### config.mk
export PLATFORM = sky130hd
export DESIGN_NAME = mux4_rr_feeder
export DESIGN_NICKNAME = d
export VERILOG_FILES = /design/src/rtl/mux4_pkg.sv /design/src/rtl/rr_pick4.sv /design/src/rtl/mux4_rr_feeder.sv
export SDC_FILE = /design/constraint.sdc
export NUM_CORES = 1
export LEC_CHECK = 0
export ABC_AREA = 1
export ABC_CLOCK_PERIOD_IN_PS = 1900
export CAP_MARGIN = 0
export CORE_MARGIN = 2
export CORE_UTILIZATION = 45
export CTS_CLUSTER_DIAMETER = 40
export DETAILED_ROUTE_END_ITERATION = 6
export PLACE_DENSITY = 0.75
export SYNTH_ARGS = -nofsm -noshare
export SYNTH_HDL_FRONTEND = slang
export SYNTH_HIERARCHICAL = 1
export SYNTH_SLANG_ARGS = --single-unit
### constraint.sdc
create_clock -name clk -period 1.9 [get_ports clk]
set_clock_uncertainty 0.05 [all_clocks]
set_input_delay 0.19 -clock clk [delete_from_list [all_inputs] [get_ports clk]]
set_output_delay 0.19 -clock clk [all_outputs]
set_load 0.02 [all_outputs]
### src/rtl/mux4_pkg.sv
// Shared widths and state encoding for the round-robin mux feeder.
package mux4_pkg;
  localparam int NCH    = 4;
  localparam int SEL_W  = 2;
  localparam int DATA_W = 8;

  typedef enum logic {
    IDLE   = 1'b0,
    ACTIVE = 1'b1
  } state_e;
endpackage

### src/rtl/rr_pick4.sv
// Combinational round-robin pick: first requesting channel after last_ch, modulo 4.
module rr_pick4
  import mux4_pkg::*;
(
  input  logic [NCH-1:0]   req,
  input  logic [SEL_W-1:0] last_ch,
  output logic [SEL_W-1:0] pick,
  output logic             any
);
  logic [SEL_W-1:0] idx;

  // Walk farthest-to-nearest so the nearest requester after last_ch is the final write.
  always_comb begin
    pick = '0;
    idx  = '0;
    for (int k = NCH; k >= 1; k--) begin
      idx = last_ch + SEL_W'(k);
      if (req[idx]) pick = idx;
    end
  end

  assign any = |req;
endmodule

### src/rtl/mux4_rr_feeder.sv
// Round-robin burst arbiter driving an external 8-bit 4:1 mux select, with a registered valid/ready output.
module mux4_rr_feeder
  import mux4_pkg::*;
#(
  parameter int BURST = 4,
  parameter int CNT_W = 4
) (
  input  logic              clk,
  input  logic              rst_n,
  input  logic [NCH-1:0]    req,
  output logic [NCH-1:0]    gnt,
  output logic [SEL_W-1:0]  sel,
  input  logic [DATA_W-1:0] mux_out,
  output logic [DATA_W-1:0] out_data,
  output logic              out_valid,
  input  logic              out_ready,
  output logic              busy
);
  state_e              state_q;
  logic [SEL_W-1:0]    cur_ch_q;
  logic [SEL_W-1:0]    last_ch_q;
  logic [SEL_W-1:0]    sel_q;
  logic [CNT_W-1:0]    burst_cnt_q;
  logic [CNT_W-1:0]    burst_cnt_d;
  logic [DATA_W-1:0]   out_data_q;
  logic                out_valid_q;
  logic                busy_q;

  logic                slot_free;
  logic                capture;
  logic                burst_end;
  logic [SEL_W-1:0]    pick;
  logic                any;

  rr_pick4 u_pick (
    .req     (req),
    .last_ch (last_ch_q),
    .pick    (pick),
    .any     (any)
  );

  assign slot_free   = !out_valid_q || out_ready;
  assign capture     = (state_q == ACTIVE) && req[cur_ch_q] && slot_free;
  assign burst_end   = (burst_cnt_q == CNT_W'(BURST - 1));
  assign burst_cnt_d = burst_cnt_q + 1'b1;

  // gnt is the capture strobe itself so the source advances on the same edge the byte is taken.
  generate
    for (genvar gi = 0; gi < NCH; gi++) begin : g_gnt
      assign gnt[gi] = capture && (cur_ch_q == SEL_W'(gi));
    end
  endgenerate

  always_ff @(posedge clk or negedge rst_n) begin
    if (!rst_n) begin
      state_q     <= IDLE;
      cur_ch_q    <= '0;
      last_ch_q   <= SEL_W'(NCH - 1);
      sel_q       <= '0;
      burst_cnt_q <= '0;
      out_data_q  <= '0;
      out_valid_q <= 1'b0;
      busy_q      <= 1'b0;
    end else begin
      if (capture) begin
        out_data_q  <= mux_out;
        out_valid_q <= 1'b1;
      end else if (out_ready) begin
        out_valid_q <= 1'b0;
      end

      case (state_q)
        IDLE: begin
          if (any) begin
            cur_ch_q    <= pick;
            sel_q       <= pick;
            burst_cnt_q <= '0;
            state_q     <= ACTIVE;
            busy_q      <= 1'b1;
          end
        end
        ACTIVE: begin
          if (capture) burst_cnt_q <= burst_cnt_d;
          // Dropping req also hands priority away, so a flaky source cannot hog the arbiter.
          if ((capture && burst_end) || !req[cur_ch_q]) begin
            state_q   <= IDLE;
            busy_q    <= 1'b0;
            last_ch_q <= cur_ch_q;
          end
        end
      endcase
    end
  end

  assign sel       = sel_q;
  assign out_data  = out_data_q;
  assign out_valid = out_valid_q;
  assign busy      = busy_q;
endmodule

After elaboration in Yosys (flattened, before gate mapping):

Index checks and enable logic that the tools add are counted.

* magnitude comparators: 5
* equal/unequal tests: 7
* add/sub/neg operators: 4
* bitwise operators: 1
* reductions and logical operators: 18
* mux-type cells: 25

Operator list (count)
* 2-bit by 3-bit < comparator with 1-bit output (second input constant): 5
* 1-bit two-way mux: 11
* 1-bit binary-select mux with 2-bit select: 5
* 2-bit two-way mux: 4
* 4-bit two-way mux: 2
* 4-bit case mux with 2 select lines: 1
* 2-bit AND reduction: 4
* 1-bit logical AND: 7
* 2-bit adder (second input constant): 2
* 4-bit by 1-bit adder with 4-bit output (second input constant): 1
* 2-bit equality test (second input constant): 2
* 4-bit by 2-bit equality test with 1-bit output (second input constant): 1
* 2-bit by 1-bit inequality test with 1-bit output (second input constant): 2
* 1-bit case mux with 2 select lines: 2
* 4-bit OR reduction: 1
* 2-bit by 1-bit adder with 2-bit output (second input constant): 1
* 2-bit by 1-bit equality test with 1-bit output (second input constant): 1
* 1-bit logical NOT: 2
* 2-bit logical NOT: 1
* 1-bit logical OR: 2
* 2-bit inequality test (second input constant): 1
* 2-bit nonzero test: 1
* 1-bit NOT: 1

* logic and storage cells: 67
* flip-flop bits (word level): 19
* output and inout port bits: 16
* input port bits: 15

Logic depth before layout (Yosys ltp):

* depth after elaboration: 8
* mapped depth: 13
* gate-level depth less buffers: 12

Hierarchy:

The synthesis kept the hierarchy.

By module, submodules not included
* mux4_rr_feeder: area each 902.1 sq um, sequential area each 478.0 sq um, times used 1, cells each 106
* rr_pick4: area each 266.5 sq um, sequential area each 0.0 sq um, times used 1, cells each 51

Worst setup path before layout:

No wires, ideal clock.

* kind: register -> output
* start point: register, netlist name sel[0]
* end point: output gnt[0]
* buffers on the path: 1
* setup slack: 45 ps
* stages on the path, launching flop included: 9
* arrival time: 1615 ps
* data required time: 1660 ps
* cell sequence: dfrtp_1 > inv_2 > nand2_1 > nand2_1 > nand2_1 > nand2_2 > nand3_4 > buf_6 > nor3_1

RTL lines
* end: declaration: RTL line mux4_rr_feeder.sv:11 `output logic [NCH-1:0] gnt,`

==> impl_metrics.toml <==
[sta]
layout_setup_ws_ns = 0.111
worst_pin_slew_ns = 0.556
fmax_mhz = 559
rsz0062_at_grt = "true"
slew_violations = 0
relSlewSlack_pct = 62.8
hold_viol = 0
timing.final.crit_period_ns = 1.79
setup_viol = 0
period_share_pct = 94.2

[floorplan]
initial_utilization_pct = 47.2
io_pins = 31
rows = 18
die_y_um = 55.0
die_w_um = 55.0
core_mm2 = 0.00248
dieArea_mm2 = 0.00302

[critical_path]
r2r.worst_path.cells = 11
crit_buf_inv = 2
cp_cell_sequence = "inv_2, nand2_1, nand2_1, nand2_1, nand2_2, nand3_4, nor3_1, buf_2"
endpoint_kind = "primary output"
cp_slowest_stage_delay_ns = 0.46
required_ns = 1.66
r2r-end = "sel[0]"
critical_path_arrival_ns = 1.55
critPathTopFamily = "simple AND/OR/NAND/NOR gates"
slowest_stage = "dfrtp_2"
path_common_cell = "nand2_1"
reg2reg_from = "last_ch_q[0]"
rrSetupSlack_ns = 0.27
path_max_fanout = 5
cp-start-kind = "flop"
critical_path_class = "reg2out"

[routing]
routed_wl_um = 2510
detail_route.wl_per_cell_um = 11.0
postRouteAntennaNets = 0
via_per_inst = 4.75
vias = 1078
drt_first_pass_iters = 4
drc = 0
drt_iter0_markers = 16

[grt]
grt_pass1_wl_um = 4330
grt-ovfl-total = 0
grt_util_all_layers_pct = 20.0
grt_pass1_vias = 1041
grt_antenna_before_repair = 0
grt_max_degree = 25

[clock_network]
cts_sinks = 19
cts_hold_buffers = 0
cts_buffers = 3
root_buffer = "clkbuf_4"
post_cts_buffers = 0
clockBufferDepth = 2
h-tree-depth = 1
clock_latency_ns = 0.30
cts_tree = "done"
clkTransAtPathRegs_ns = 0.11

[final_layout]
nets = 214
drive_gt1_share_pct = 20.3
nFillCells = 219
diodes = 0
fin_area_mm2 = 0.00156
final_cell_mix = "nand2_1, clkdlybuf4s50_1, inv_1"
layout_commonest_cell = "nand2_1"
syn_to_final_growth_pct = 33.3

[min_path]
holdCritPathClass = "in2async"

[power_and_ir_drop]
power_density_mw_per_mm2 = 1710
total_power_mw = 2.67
p_leak_nw = 0.819
peakVddDrop_uv = 1040

[yosys]
yosysWarnings = 6
synth_seq_cells = 19
syn_inst = 157
avgSynthCellArea_um2 = 7.44
netlist_area_mm2 = 0.00117
synthDistinctLibCells = 25
syn-num-nets = 173
ys_seq_area_share_pct = 40.9

[placement]
numPortBuffers = 30
dp_hpwl_um = 1980
place_congestion = 0.795
place_area_mm2 = 0.00154
place_worst_setup_slack_ns = -0.216

[run]
drv_cap = 0

[status]
outcome = "finished, final reports clean"
cells by family after synthesis:
| logic type | synth area share (%) |
|---|---|
| adders and majority gates | 1.07 |
| and+or+nand+nor | 33.3 |
| AOI/OAI and AO/OA | 10.8 |
| xor gates and xnor gates | 1.50 |
| DFF | 40.9 |
| buffers and inverters | 12.4 |
report_power, final:
part,switching (mW),total [mW],internal [mW]
combinational,0.969,1.67,0.700
sequential,0.185,0.795,0.610
clock,0.122,0.204,0.0818
worst max path at each step:
stage	cells past startpoint	slack [ns]	startpoint	endpoint
finish	8	0.11	sel[0]	gnt[3]
detailed placement	8	-0.22	req[2]	gnt[3]
global placement	8	-0.14	req[2]	gnt[0]
global route	8	-0.02	sel[0]	gnt[3]
CTS	8	0.001	sel[0]	gnt[0]
floorplan	8	0.05	sel[0]	gnt[0]
repair_timing:
action                                  4_1_cts  5_1_grt
endpoints found under the setup margin        4        4
pin swaps                                     0        0
resized for setup                            15        7
synthesized netlist by cell type:
master | count | area (um2)
nand2_1 | 51 | 191
inv_1 | 23 | 86.3
dfrtp_1 | 17 | 425
nand3_1 | 10 | 50.1
o21ai_1 | 10 | 50.1
nor2_1 | 8 | 30.0
nand2_2 | 7 | 43.8
nor3_1 | 4 | 20.0
buf_6 | 3 | 33.8
o21ai_2 | 3 | 26.3
a21oi_1 | 2 | 10.0
dfstp_2 | 2 | 52.6
inv_2 | 2 | 7.51
inv_4 | 2 | 12.5
nand2_4 | 2 | 22.5
o21ai_0 | 2 | 10.0
a21oi_2 | 1 | 8.76
buf_2 | 1 | 5.00
ha_1 | 1 | 12.5
nand3_4 | 1 | 17.5
nand3b_1 | 1 | 7.51
nand4_1 | 1 | 6.26
o31ai_4 | 1 | 21.3
xnor2_1 | 1 | 8.76
xor2_1 | 1 | 8.76
metal layers:
metal	global-route usage, %	wire length (um)
met2	37.1	1300
met3	1.61	78
met5	0	0
met1	23.5	1090
met4	8.54	42
registers in the layout, indices dropped and copies added (netlist names):
signal and cells:
out_data 8, burst_cnt_q 4, last_ch_q 2, sel 2
busy 1, out_valid 1, state_q 1
metrics by stage:
| stage | hold slack (ns) | TNS (ns) | utilization [%] | instances |
|---|---|---|---|---|
| 4_1_cts | 0.203 | 0 | 63.2 | 227 |
| 3_5_place_dp | 0.412 | -0.748 | 62.3 | 223 |
| 2_1_floorplan | -0.156 | 0 | - | 157 |
| 5_1_grt | 0.239 | -0.0338 | 62.9 | 227 |
| 3_3_place_gp | 0.410 | -0.567 | 62.3 | 223 |
| 6_report | 0.190 | 0 | 62.9 | 227 |
final cells by class:
| class | instances | area [um2] | area share [%] |
|---|---|---|---|
| repair buffers | 40 | 358 | 23.0 |
| clock buffers | 4 | 26.3 | 1.69 |
| multi-input cells | 107 | 551 | 35.3 |
| well taps | 30 | 37.5 | 2.41 |
| inverters | 27 | 106 | 6.83 |
| flip-flops and latches | 19 | 479 | 30.8 |
Note: power is estimated with default switching activity, not from simulation.
